==> src/rtl/reorder_buffer_pkg.sv <==
// Shared ROB sizing, index types and the per-lane dispatch bundle.
// ROB_EXC_EN selects exception storage and the flush path.
package reorder_buffer_pkg;

   localparam int DISP_WIDTH   = 2;
   localparam int COMMIT_WIDTH = 2;
   localparam int CMPL_PORTS   = 2;
   localparam int ROB_DEPTH    = 32;
   localparam int AREG_W       = 5;
   localparam int PREG_W       = 7;
   localparam int PC_W         = 32;
   localparam int ROB_IDX_W    = $clog2(ROB_DEPTH);

   typedef logic [ROB_IDX_W-1:0] rob_idx_t;
   typedef logic [ROB_IDX_W:0]   rob_ptr_t;

   typedef struct packed {
      logic [AREG_W-1:0] dst_reg;
      logic [PREG_W-1:0] dst_preg;
      logic [PREG_W-1:0] old_preg;
      logic [PC_W-1:0]   pc;
   } rob_entry_t;

endpackage

==> src/rtl/reorder_buffer_if.sv <==
// Dispatch/completion/retire bundle between the pipeline and the ROB.
// master = pipeline side, slave = reorder_buffer.
interface reorder_buffer_if;
   import reorder_buffer_pkg::*;

   logic [DISP_WIDTH-1:0]               alloc_valid;
   rob_entry_t [DISP_WIDTH-1:0]         alloc_entry;
   logic                                alloc_ready;
   rob_idx_t [DISP_WIDTH-1:0]           alloc_idx;
   logic [CMPL_PORTS-1:0]               cmpl_valid;
   rob_idx_t [CMPL_PORTS-1:0]           cmpl_idx;
   logic [CMPL_PORTS-1:0]               cmpl_exc;
   logic [COMMIT_WIDTH-1:0]             commit_valid;
   logic [COMMIT_WIDTH-1:0][AREG_W-1:0] commit_areg;
   logic [COMMIT_WIDTH-1:0][PREG_W-1:0] commit_preg;
   logic [COMMIT_WIDTH-1:0][PREG_W-1:0] commit_old_preg;
   logic                                flush_valid;
   logic [PC_W-1:0]                     flush_pc;

   modport master (
      output alloc_valid, alloc_entry,
      output cmpl_valid, cmpl_idx, cmpl_exc,
      input  alloc_ready, alloc_idx,
      input  commit_valid, commit_areg,
      input  commit_preg, commit_old_preg,
      input  flush_valid, flush_pc
   );

   modport slave (
      input  alloc_valid, alloc_entry,
      input  cmpl_valid, cmpl_idx, cmpl_exc,
      output alloc_ready, alloc_idx,
      output commit_valid, commit_areg,
      output commit_preg, commit_old_preg,
      output flush_valid, flush_pc
   );

endinterface

==> src/rtl/reorder_buffer_commit_sel.sv <==
// Picks the in-order retire prefix of the head window and flags
// a head exception.
module reorder_buffer_commit_sel
   import reorder_buffer_pkg::*;
(
   input  logic [COMMIT_WIDTH-1:0] win_valid,
   input  logic [COMMIT_WIDTH-1:0] win_done,
   input  logic [COMMIT_WIDTH-1:0] win_exc,
   output logic [COMMIT_WIDTH-1:0] commit_valid,
   output rob_ptr_t                commit_cnt,
   output logic                    flush
);

   logic run;

   always_comb begin
      run          = 1'b1;
      commit_valid = '0;
      commit_cnt   = '0;
      for (int k = 0; k < COMMIT_WIDTH; k++) begin
         run = run & win_valid[k] & win_done[k] & ~win_exc[k];
         commit_valid[k] = run;
         commit_cnt = commit_cnt + rob_ptr_t'(run);
      end
   end

   assign flush = win_valid[0] & win_done[0] & win_exc[0];

endmodule

==> src/rtl/reorder_buffer.sv <==
// Circular ROB: in-order allocate, out-of-order complete, in-order retire.
// Define ROB_EXC_EN to store exceptions and flush on an excepting head.
module reorder_buffer
   import reorder_buffer_pkg::*;
(
   input  logic            clk,
   input  logic            rst,
   reorder_buffer_if.slave bus
);

   rob_ptr_t             head_q, tail_q, count_q;
   logic [ROB_DEPTH-1:0] valid_q, done_q;
   logic [AREG_W-1:0]    areg_q [ROB_DEPTH];
   logic [PREG_W-1:0]    preg_q [ROB_DEPTH];
   logic [PREG_W-1:0]    old_q  [ROB_DEPTH];

   logic [COMMIT_WIDTH-1:0] win_valid, win_done, win_exc;
   logic [COMMIT_WIDTH-1:0] commit_valid;
   rob_idx_t                win_idx [COMMIT_WIDTH];
   rob_idx_t                head_idx;
   rob_ptr_t                n_commit, n_alloc, n_acc, free_cnt;
   logic                    flush, accept;

`ifdef ROB_EXC_EN
   logic [ROB_DEPTH-1:0] exc_q;
   logic [PC_W-1:0]      pc_q [ROB_DEPTH];
`else
   logic unused_in;
   always_comb begin
      unused_in = ^bus.cmpl_exc;
      for (int l = 0; l < DISP_WIDTH; l++)
         unused_in = unused_in ^ (^bus.alloc_entry[l].pc);
   end
`endif

   assign head_idx = head_q[ROB_IDX_W-1:0];

   always_comb begin
      for (int k = 0; k < COMMIT_WIDTH; k++) begin
         win_idx[k]   = head_idx + rob_idx_t'(k);
         win_valid[k] = valid_q[win_idx[k]];
         win_done[k]  = done_q[win_idx[k]];
`ifdef ROB_EXC_EN
         win_exc[k]   = exc_q[win_idx[k]];
`else
         win_exc[k]   = 1'b0;
`endif
      end
   end

   reorder_buffer_commit_sel u_sel (
      .win_valid    (win_valid),
      .win_done     (win_done),
      .win_exc      (win_exc),
      .commit_valid (commit_valid),
      .commit_cnt   (n_commit),
      .flush        (flush)
   );

   // Readiness ignores same-cycle retirement to keep it off the commit path.
   assign free_cnt        = rob_ptr_t'(ROB_DEPTH) - count_q;
   assign bus.alloc_ready = (free_cnt >= rob_ptr_t'(DISP_WIDTH)) && !flush;
   assign accept          = bus.alloc_ready;
   assign n_acc           = accept ? n_alloc : '0;

   always_comb begin
      n_alloc = '0;
      for (int l = 0; l < DISP_WIDTH; l++) begin
         bus.alloc_idx[l] = tail_q[ROB_IDX_W-1:0]
                          + n_alloc[ROB_IDX_W-1:0];
         n_alloc = n_alloc + rob_ptr_t'(bus.alloc_valid[l]);
      end
   end

   always_comb begin
      for (int k = 0; k < COMMIT_WIDTH; k++) begin
         bus.commit_areg[k]     = areg_q[win_idx[k]];
         bus.commit_preg[k]     = preg_q[win_idx[k]];
         bus.commit_old_preg[k] = old_q[win_idx[k]];
      end
   end

   assign bus.commit_valid = commit_valid;
   assign bus.flush_valid  = flush;
`ifdef ROB_EXC_EN
   assign bus.flush_pc = pc_q[head_idx];
`else
   assign bus.flush_pc = '0;
`endif

   always_ff @(posedge clk or negedge rst) begin
      if (!rst) begin
         head_q  <= '0;
         tail_q  <= '0;
         count_q <= '0;
         valid_q <= '0;
         done_q  <= '0;
      end else if (flush) begin
         head_q  <= '0;
         tail_q  <= '0;
         count_q <= '0;
         valid_q <= '0;
         done_q  <= '0;
      end else begin
         for (int p = 0; p < CMPL_PORTS; p++)
            if (bus.cmpl_valid[p] && valid_q[bus.cmpl_idx[p]])
               done_q[bus.cmpl_idx[p]] <= 1'b1;
         for (int k = 0; k < COMMIT_WIDTH; k++)
            if (commit_valid[k]) begin
               valid_q[win_idx[k]] <= 1'b0;
               done_q[win_idx[k]]  <= 1'b0;
            end
         for (int l = 0; l < DISP_WIDTH; l++)
            if (accept && bus.alloc_valid[l]) begin
               valid_q[bus.alloc_idx[l]] <= 1'b1;
               done_q[bus.alloc_idx[l]]  <= 1'b0;
            end
         head_q  <= head_q + n_commit;
         tail_q  <= tail_q + n_acc;
         count_q <= count_q + n_acc - n_commit;
      end
   end

   always_ff @(posedge clk or negedge rst) begin
      if (!rst) begin
         areg_q <= '{default: '0};
         preg_q <= '{default: '0};
         old_q  <= '{default: '0};
      end else begin
         for (int l = 0; l < DISP_WIDTH; l++)
            if (accept && bus.alloc_valid[l]) begin
               areg_q[bus.alloc_idx[l]] <= bus.alloc_entry[l].dst_reg;
               preg_q[bus.alloc_idx[l]] <= bus.alloc_entry[l].dst_preg;
               old_q[bus.alloc_idx[l]]  <= bus.alloc_entry[l].old_preg;
            end
      end
   end

`ifdef ROB_EXC_EN
   always_ff @(posedge clk or negedge rst) begin
      if (!rst) begin
         exc_q <= '0;
         pc_q  <= '{default: '0};
      end else if (flush) begin
         exc_q <= '0;
      end else begin
         for (int p = 0; p < CMPL_PORTS; p++)
            if (bus.cmpl_valid[p] && valid_q[bus.cmpl_idx[p]])
               exc_q[bus.cmpl_idx[p]] <= bus.cmpl_exc[p];
         for (int l = 0; l < DISP_WIDTH; l++)
            if (accept && bus.alloc_valid[l]) begin
               exc_q[bus.alloc_idx[l]] <= 1'b0;
               pc_q[bus.alloc_idx[l]]  <= bus.alloc_entry[l].pc;
            end
      end
   end
`endif

   for (genvar p = 0; p < CMPL_PORTS; p++) begin : g_cmpl_chk
      a_cmpl_live: assert property (@(posedge clk) disable iff (!rst)
         bus.cmpl_valid[p] |-> valid_q[bus.cmpl_idx[p]]);
      for (genvar q = p + 1; q < CMPL_PORTS; q++) begin : g_pair
         a_cmpl_uniq: assert property (@(posedge clk) disable iff (!rst)
            !(bus.cmpl_valid[p] && bus.cmpl_valid[q]
              && bus.cmpl_idx[p] == bus.cmpl_idx[q]));
      end
   end

endmodule

==> src/flat_wrapper.sv <==
// flat-port wrapper written by rule: the top's interface ports become plain ports
module reorder_buffer_flat import reorder_buffer_pkg::*;
  (clk, rst, bus_alloc_valid, bus_alloc_entry, bus_cmpl_valid, bus_cmpl_idx, bus_cmpl_exc, bus_alloc_ready, bus_alloc_idx, bus_commit_valid, bus_commit_areg, bus_commit_preg, bus_commit_old_preg, bus_flush_valid, bus_flush_pc);
  reorder_buffer_if bus_i ();
  input  logic clk;
  input  logic rst;
  input wire logic [$bits(bus_i.alloc_valid)-1:0] bus_alloc_valid;
  input wire logic [$bits(bus_i.alloc_entry)-1:0] bus_alloc_entry;
  input wire logic [$bits(bus_i.cmpl_valid)-1:0] bus_cmpl_valid;
  input wire logic [$bits(bus_i.cmpl_idx)-1:0] bus_cmpl_idx;
  input wire logic [$bits(bus_i.cmpl_exc)-1:0] bus_cmpl_exc;
  output wire logic [$bits(bus_i.alloc_ready)-1:0] bus_alloc_ready;
  output wire logic [$bits(bus_i.alloc_idx)-1:0] bus_alloc_idx;
  output wire logic [$bits(bus_i.commit_valid)-1:0] bus_commit_valid;
  output wire logic [$bits(bus_i.commit_areg)-1:0] bus_commit_areg;
  output wire logic [$bits(bus_i.commit_preg)-1:0] bus_commit_preg;
  output wire logic [$bits(bus_i.commit_old_preg)-1:0] bus_commit_old_preg;
  output wire logic [$bits(bus_i.flush_valid)-1:0] bus_flush_valid;
  output wire logic [$bits(bus_i.flush_pc)-1:0] bus_flush_pc;
  assign bus_i.alloc_valid = bus_alloc_valid;
  assign bus_i.alloc_entry = bus_alloc_entry;
  assign bus_i.cmpl_valid = bus_cmpl_valid;
  assign bus_i.cmpl_idx = bus_cmpl_idx;
  assign bus_i.cmpl_exc = bus_cmpl_exc;
  assign bus_alloc_ready = bus_i.alloc_ready;
  assign bus_alloc_idx = bus_i.alloc_idx;
  assign bus_commit_valid = bus_i.commit_valid;
  assign bus_commit_areg = bus_i.commit_areg;
  assign bus_commit_preg = bus_i.commit_preg;
  assign bus_commit_old_preg = bus_i.commit_old_preg;
  assign bus_flush_valid = bus_i.flush_valid;
  assign bus_flush_pc = bus_i.flush_pc;
  reorder_buffer u_core (.clk(clk), .rst(rst), .bus(bus_i));
endmodule
==> config.mk <==
export PLATFORM = sky130hd
export DESIGN_NAME = reorder_buffer_flat
export DESIGN_NICKNAME = d
export VERILOG_FILES = /design/src/rtl/reorder_buffer_pkg.sv /design/src/rtl/reorder_buffer_if.sv /design/src/rtl/reorder_buffer_commit_sel.sv /design/src/rtl/reorder_buffer.sv /design/src/flat_wrapper.sv
export SDC_FILE = /design/constraint.sdc
export NUM_CORES = 2
export LEC_CHECK = 0
export CORE_MARGIN = 2
export CORE_UTILIZATION = 45
export DETAILED_ROUTE_END_ITERATION = 10
export PLACE_DENSITY_LB_ADDON = 0.05
export SYNTH_ARGS = -nofsm -noshare
export SYNTH_HDL_FRONTEND = slang
export SYNTH_HIERARCHICAL = 1
export SYNTH_SLANG_ARGS = --single-unit
==> constraint.sdc <==
create_clock -name clk -period 5.67 [get_ports clk]
set_input_delay 1.134 -clock clk [delete_from_list [all_inputs] [get_ports clk]]
set_output_delay 1.134 -clock clk [all_outputs]
set_load 0.02 [all_outputs]
* Word level (Yosys, flattened, before mapping)
Cells that the tools add are included.
** Word-level totals
- Output and inout port bits :: 84
- Register bits after elaboration :: 690
- Bits of input ports :: 120
- Word-level logic and storage cells :: 235
** Cells by class
- Muxes and demuxes :: 73
- Add/sub/neg operators :: 9
- Reduce and logical (&&, ||, !) cells :: 12
- $lt $le $gt $ge :: 19
- Bitwise gates (word level) :: 21
** Operators with widths (count)
- $bwmux W224 :: 4
- $mux W224 :: 4
- $bwmux W160 :: 2
- $mux W160 :: 2
- $mux W32 :: 10
- $and A32 B32 Y32 :: 6
- $bmux W7 S5 :: 4
- $not A32 Y32 :: 4
- $or A32 B32 Y32 :: 4
- $demux W7 S5 :: 2
- $mux W7 :: 10
- $bmux W5 S5 :: 2
- $demux W5 S5 :: 2
- $lt A5 B6 Y1 const B :: 6
- $bmux W1 S5 :: 6
- $demux W1 S5 :: 6
- $ge A5 B1 Y1 const B :: 6
- $mux W5 :: 6
- $ge A6 B6 Y1 const B :: 4
- $not A5 Y6 :: 4
- $add A6 B6 Y6 :: 2
- $logic_and A1 B1 Y1 :: 12
- $lt A6 B1 Y1 const B :: 2
- $mux W1 :: 12
- 9 further kinds :: 12

* Depth between registers and ports, before layout
- Depth in word-level cells :: 16
- Gate-level depth with buffers :: 29
- Depth with buffers taken out :: 19

* Modules after synthesis
The synthesis kept the hierarchy.
** By module, submodules not included
- reorder_buffer :: cells each 4168, sequential area each 17216.5 µm², times used 1, area each 44928.1 µm²
- reorder_buffer_commit_sel :: cells each 12, sequential area each 0.0 µm², times used 1, area each 85.1 µm²

* Worst setup path before layout
Ideal clock, no wire load.
- Path type :: reg2reg
- Start :: register u_core.head_q[1]
- End :: register u_core.count_q[5]
- Required time :: 5.551 ns
- Period minus slack after synthesis :: 5.904 ns
- Buffers on the path :: 8
- Stages on the path, launching flop included :: 26
- Arrival time :: 5.786 ns
- Setup slack :: -0.234 ns
- Cell sequence :: dfrtp_1 > buf_2 > buf_1 > clkbuf_1 > buf_2 > inv_1 > ha_1 > clkbuf_2 > buf_4 > buf_2 > buf_2 > mux4_2 > a222oi_1 > o211ai_1 > nand2_1 > nor4_2 > ha_1 > fa_1 > inv_1 > ha_1 > a21o_1 > a21oi_1 > o21bai_1 > a21oi_1 > xnor2_1 > nor2_1
** On the way
- Longest elaborated chain between the ends :: 7
- Elaborated cells on any way between the ends :: 14
** Ends and longest elaborated chain
- from (decl) :: RTL line reorder_buffer.sv:11 : rob_ptr_t head_q, tail_q, count_q;
- from (signal assigned) :: RTL line reorder_buffer.sv:118 : head_q <= head_q + n_commit;
- $add A5 B1 Y5 :: RTL line reorder_buffer.sv:40 : win_idx[k] = head_idx + rob_idx_t'(k);
- $bmux W1 S5 :: RTL line reorder_buffer.sv:41 : win_valid[k] = valid_q[win_idx[k]];
- $mux W1 (implied by the code) :: RTL line reorder_buffer.sv:41
- named net u_core.win_valid[1] :: RTL line reorder_buffer.sv:17 : logic [COMMIT_WIDTH-1:0] win_valid, win_done, win_exc;
- $and A1 B1 Y1 (2 in series) :: RTL line reorder_buffer_commit_sel.sv:21 : run = run & win_valid[k] & win_done[k] & ~win_exc[k];
- named net u_core.u_sel.run :: RTL line reorder_buffer_commit_sel.sv:14 : logic run;
- $add A1 B1 Y2 :: RTL line reorder_buffer_commit_sel.sv:23 : commit_cnt = commit_cnt + rob_ptr_t'(run);
- named net u_core.n_commit[1] :: RTL line reorder_buffer.sv:21 : rob_ptr_t n_commit, n_alloc, n_acc, free_cnt;
- $sub A6 B2 Y6 :: RTL line reorder_buffer.sv:120 : count_q <= count_q + n_acc - n_commit;
- to (signal assigned) :: RTL line reorder_buffer.sv:120
- to (decl) :: RTL line reorder_buffer.sv:11
The timed path passes the listed nets, and every way through them passes these cells. The select of a mux whose other input is x is not followed.

* Worst setup path after layout
- Start :: register u_core.head_q[0]
- End :: output port bus_commit_valid[1]
** On the way
- Elaborated cells on any way between the ends :: 12
** RTL lines
- $add A5 B1 Y5 :: RTL line reorder_buffer.sv:40
- $bmux W1 S5 :: RTL line reorder_buffer.sv:42 : win_done[k] = done_q[win_idx[k]];
- $mux W1 (implied by the code) :: RTL line reorder_buffer.sv:42
- named net u_core.win_done[1] :: RTL line reorder_buffer.sv:17
- $and A1 B1 Y1 :: RTL line reorder_buffer_commit_sel.sv:21
- to (decl) :: RTL line flat_wrapper.sv:14 : output wire logic [$bits(bus_i.commit_valid)-1:0] bus_commit_valid;
The timed path passes the listed nets, and every way through them passes these cells. The select of a mux whose other input is x is not followed.

==> metrics <==
clk sinks=688; f_max=180.2 MHz; drt drc=0; pin count of the biggest net entering global routing=121; Cells after Synth=4180; Crit path largest cell delay=0.80 ns; most used routing layer=met2; DP Cell Count=5327; sequential share of the synthesized area=38.25%; Worst path depth=12; Mean Syn Cell Area=10.77 sq um; Ys Warns=6; worst path bufs/invs=4; first-pass GRT wire length=257500 um; EDFF count, synth=0; largest family of logic cells by synthesized area=multiplexers; final std cells w/o fill=5478; Max transition margin=8.875%; drt via density=6.573; latest clock arrival within the worst-skew pair=0.68 ns; fraction of registers with async set or reset after synthesis=100.0%; CP Cell Sequence=buf_4, and2_1, nand2_1, xor2_4, buf_12, a221o_1, nand2_1, nand3_1, nand2_1, nor4_2, buf_4, clkdlybuf4s50_1; mux contribution to synthesized area=34.14%; Core ar.=99570 sq um; met3 Usage GRT=7.943%; clk slew on worst S/H paths=0.06 ns; CTS root buf=clkbuf_16; setup tns final=0 ns; number of antenna-violating nets in the routed design=0; number of buffers created by CTS=84; post-synthesis xor/xnor area fraction=0.3308%; Die Span Y=320.3 um; Worst Tran Pin Value=1.367 ns; minimum clock period=5.550 ns; RSZ-0062 raised after global routing=false; TritonCTS clock tree=built; critical path data required time=4.54 ns; met1 usage=48.97%; outcome=finished, final reports clean; PortBufs=104; Netlist cell types=88; largest fanout on the critical path=36; Initial Util=45.21%; final hold viol count=0; Final HPWL DP=110700 um; leakage=18.59 nW; Cell Pwr Density=648.2 nW/um^2; Longest Clk Path Bufs=3; crit path from=u_core/head_q[0]; CTS Hold Bufs=0; routed wire length=178700 um; vias in the first global route=34100; R2R depth=19; Mapped Area=45010 sq um; adder-cell share of the synthesized area=0.9562%; Pre-antenna DRT Iters=7; WL/cell=32.63 um; CP startpoint kind=register; initial antenna violation count=6; die width=320.3 um; simple-gate area share of the yosys netlist=8.514%; worst setup path class=register to primary output; met2 Use GR=52.39%; Area Growth Syn to Fin=13.35%; GPL Wtd Cong=0.9398; MaxCap Viol Count=0; io pins=204; Max IR drop VDD=0.0005692 V; #FFs+latches synth=688; Max stage delay cell, worst path=clkdlybuf4s50_1; commonest non-fill, non-tap cell in the layout=dfrtp_1; r2r startpoint=u_core/head_q[1]; final setup violation count=0; Worst Path Arrival=4.42 ns; period utilization=97.88%; routed vias=36010; Worst Skew=0.03060 ns; CP endpoint kind=primary output; Hold Crit Class=input port to async pin; nets=4270; Crit path max-delay family=buffers and inverters; number of DRC markers in iteration 0=4617; CP most frequent cell=nand2_1; gr usage total=34.75%; gr ovfl total=0; commonest cells after routing, fill and taps aside=dfrtp_1 (686), mux2i_1 (624), nand2_1 (460), o21ai_0 (386), mux4_2 (375); fraction of final layout cells with drive strength greater than 1=20.94%; cell row count=116; Top FF cell, synth=dfrtp_1; Final Max Slew Viols=0; DIE AREA=102600 sq um; compound-gate portion of the synthesized area=12.41%; H-tree levels=3
==> where the power goes <==
group	leakage, nW	switching [mW]	internal (mW)
Combinational	8.77	9.69	8.72
Sequential	8.51	2.02	7.27
Clock	1.31	2.28	3.08
==> final timing paths <==
path	to	slack [ns]
min in group clk	u_core/done_q[16]	0.56
hold reg to reg	u_core/done_q[16]	0.56
max in group asynchronous	u_core/valid_q[10]	3.96
setup / recovery	bus_commit_valid[1]	0.12
setup reg to reg	u_core/count_q[5]	0.77
hold / removal	u_core/old_q[105]	0.48
==> sequential cells by signal, indices dropped and copies added, names as in the netlist <==
name	cells
u_core/done_q	32
u_core/valid_q	32
u_core/tail_q	5
u_core/preg_q	224
u_core/head_q	5
u_core/areg_q	160
u_core/count_q	6
u_core/old_q	224
==> area by class of cell <==
| cell class | count | area [sq um] |
|---|---|---|
| Clock inverter | 17 | 148.9 |
| Inverter | 47 | 176.4 |
| Antenna cell | 2 | 5.005 |
| Tap cell | 1298 | 1624 |
| Multi-Input combinational cell | 2991 | 26270 |
| Sequential cell | 688 | 17220 |
| Fill cell | 8848 | 48540 |
| Clock buffer | 129 | 2514 |
| Timing Repair Buffer | 306 | 3057 |
==> routing by layer <==
| metal | part of all wire (%) | vias to the layer above |
|---|---|---|
| met3 | 9.3 | 350 |
| met5 | 0.0067 | - |
| met1 | 42 | 18450 |
| li1 | - | 15270 |
| met2 | 45 | 1944 |
| met4 | 4.2 | 2 |
==> cell families (layout without fill, tap and decap cells) <==
logic type | count (synthesis) | in the layout
AO/OA/AOI/OAI | 946 | 946
other | 2 | 42
adder cells (fa/ha/maj) | 32 | 32
flip-flops | 688 | 688
XOR/XNOR | 17 | 17
buffers and inverters | 539 | 499
AND/OR/NAND/NOR | 897 | 897
multiplexers | 1059 | 1059
==> stage by stage <==
stage | hold slack (ns) | setup slack [ns] | util (%) | area (sq um) | power (mW)
global placement | 0.5456 | 0.5824 | 48.53 | 48320 | 27.17
floorplan | 0.5059 | 0.08213 | - | 45170 | 20.57
CTS | 0.4889 | 0.05529 | 51.23 | 51010 | 32.90
detailed placement | 0.5551 | 0.5745 | 48.53 | 48320 | 27.41
global route | 0.5153 | 0.01203 | 51.25 | 51020 | 34.62
finish | 0.4808 | 0.1199 | 51.25 | 51020 | 33.07
==> cells in the mapped netlist, types with 4 or more instances <==
cell type	n	area, sq um
xnor2_1	11	96.34
nor3b_1	4	30.03
mux4_2	375	8446
a211o_1	16	140.1
o21ai_1	57	285.3
buf_1	15	56.30
ha_1	28	350.3
o221ai_1	9	78.83
buf_2	156	780.8
buf_4	50	375.4
and2_1	13	81.33
a2111oi_2	4	60.06
a22oi_1	72	540.5
nor4_1	8	50.05
a211oi_1	32	240.2
nand2_1	461	1730
nand4_1	7	43.79
nand2b_1	18	112.6
a221oi_1	15	131.4
a2111oi_1	7	70.07
fa_1	4	80.08
a32oi_1	4	35.03
clkbuf_1	268	1006
o2111ai_2	4	60.06
mux2i_1	624	6246
dfrtp_1	688	17220
nor3_1	11	55.05
a21oi_1	249	1246
nand3_1	26	130.1
nor4b_1	10	87.58
nand3b_1	10	75.07
nor2b_1	12	75.07
mux2_2	60	675.7
a21o_1	7	52.55
inv_1	46	172.7
a31oi_1	24	150.1
a221o_1	5	50.05
o21ai_0	386	1932
xor2_1	6	52.55
and3_1	16	100.1
nor2_1	277	1040
o22ai_1	12	75.07
o211ai_1	8	60.06
==> repair_timing <==
action                     4_1_cts  5_1_grt
gates cloned                     0        0
resized for setup                1        1
pin swaps                        1        0
setup buffers                    3        0
setup endpoints to repair       12        1
No activity file was read; power rests on OpenSTA's default activity.
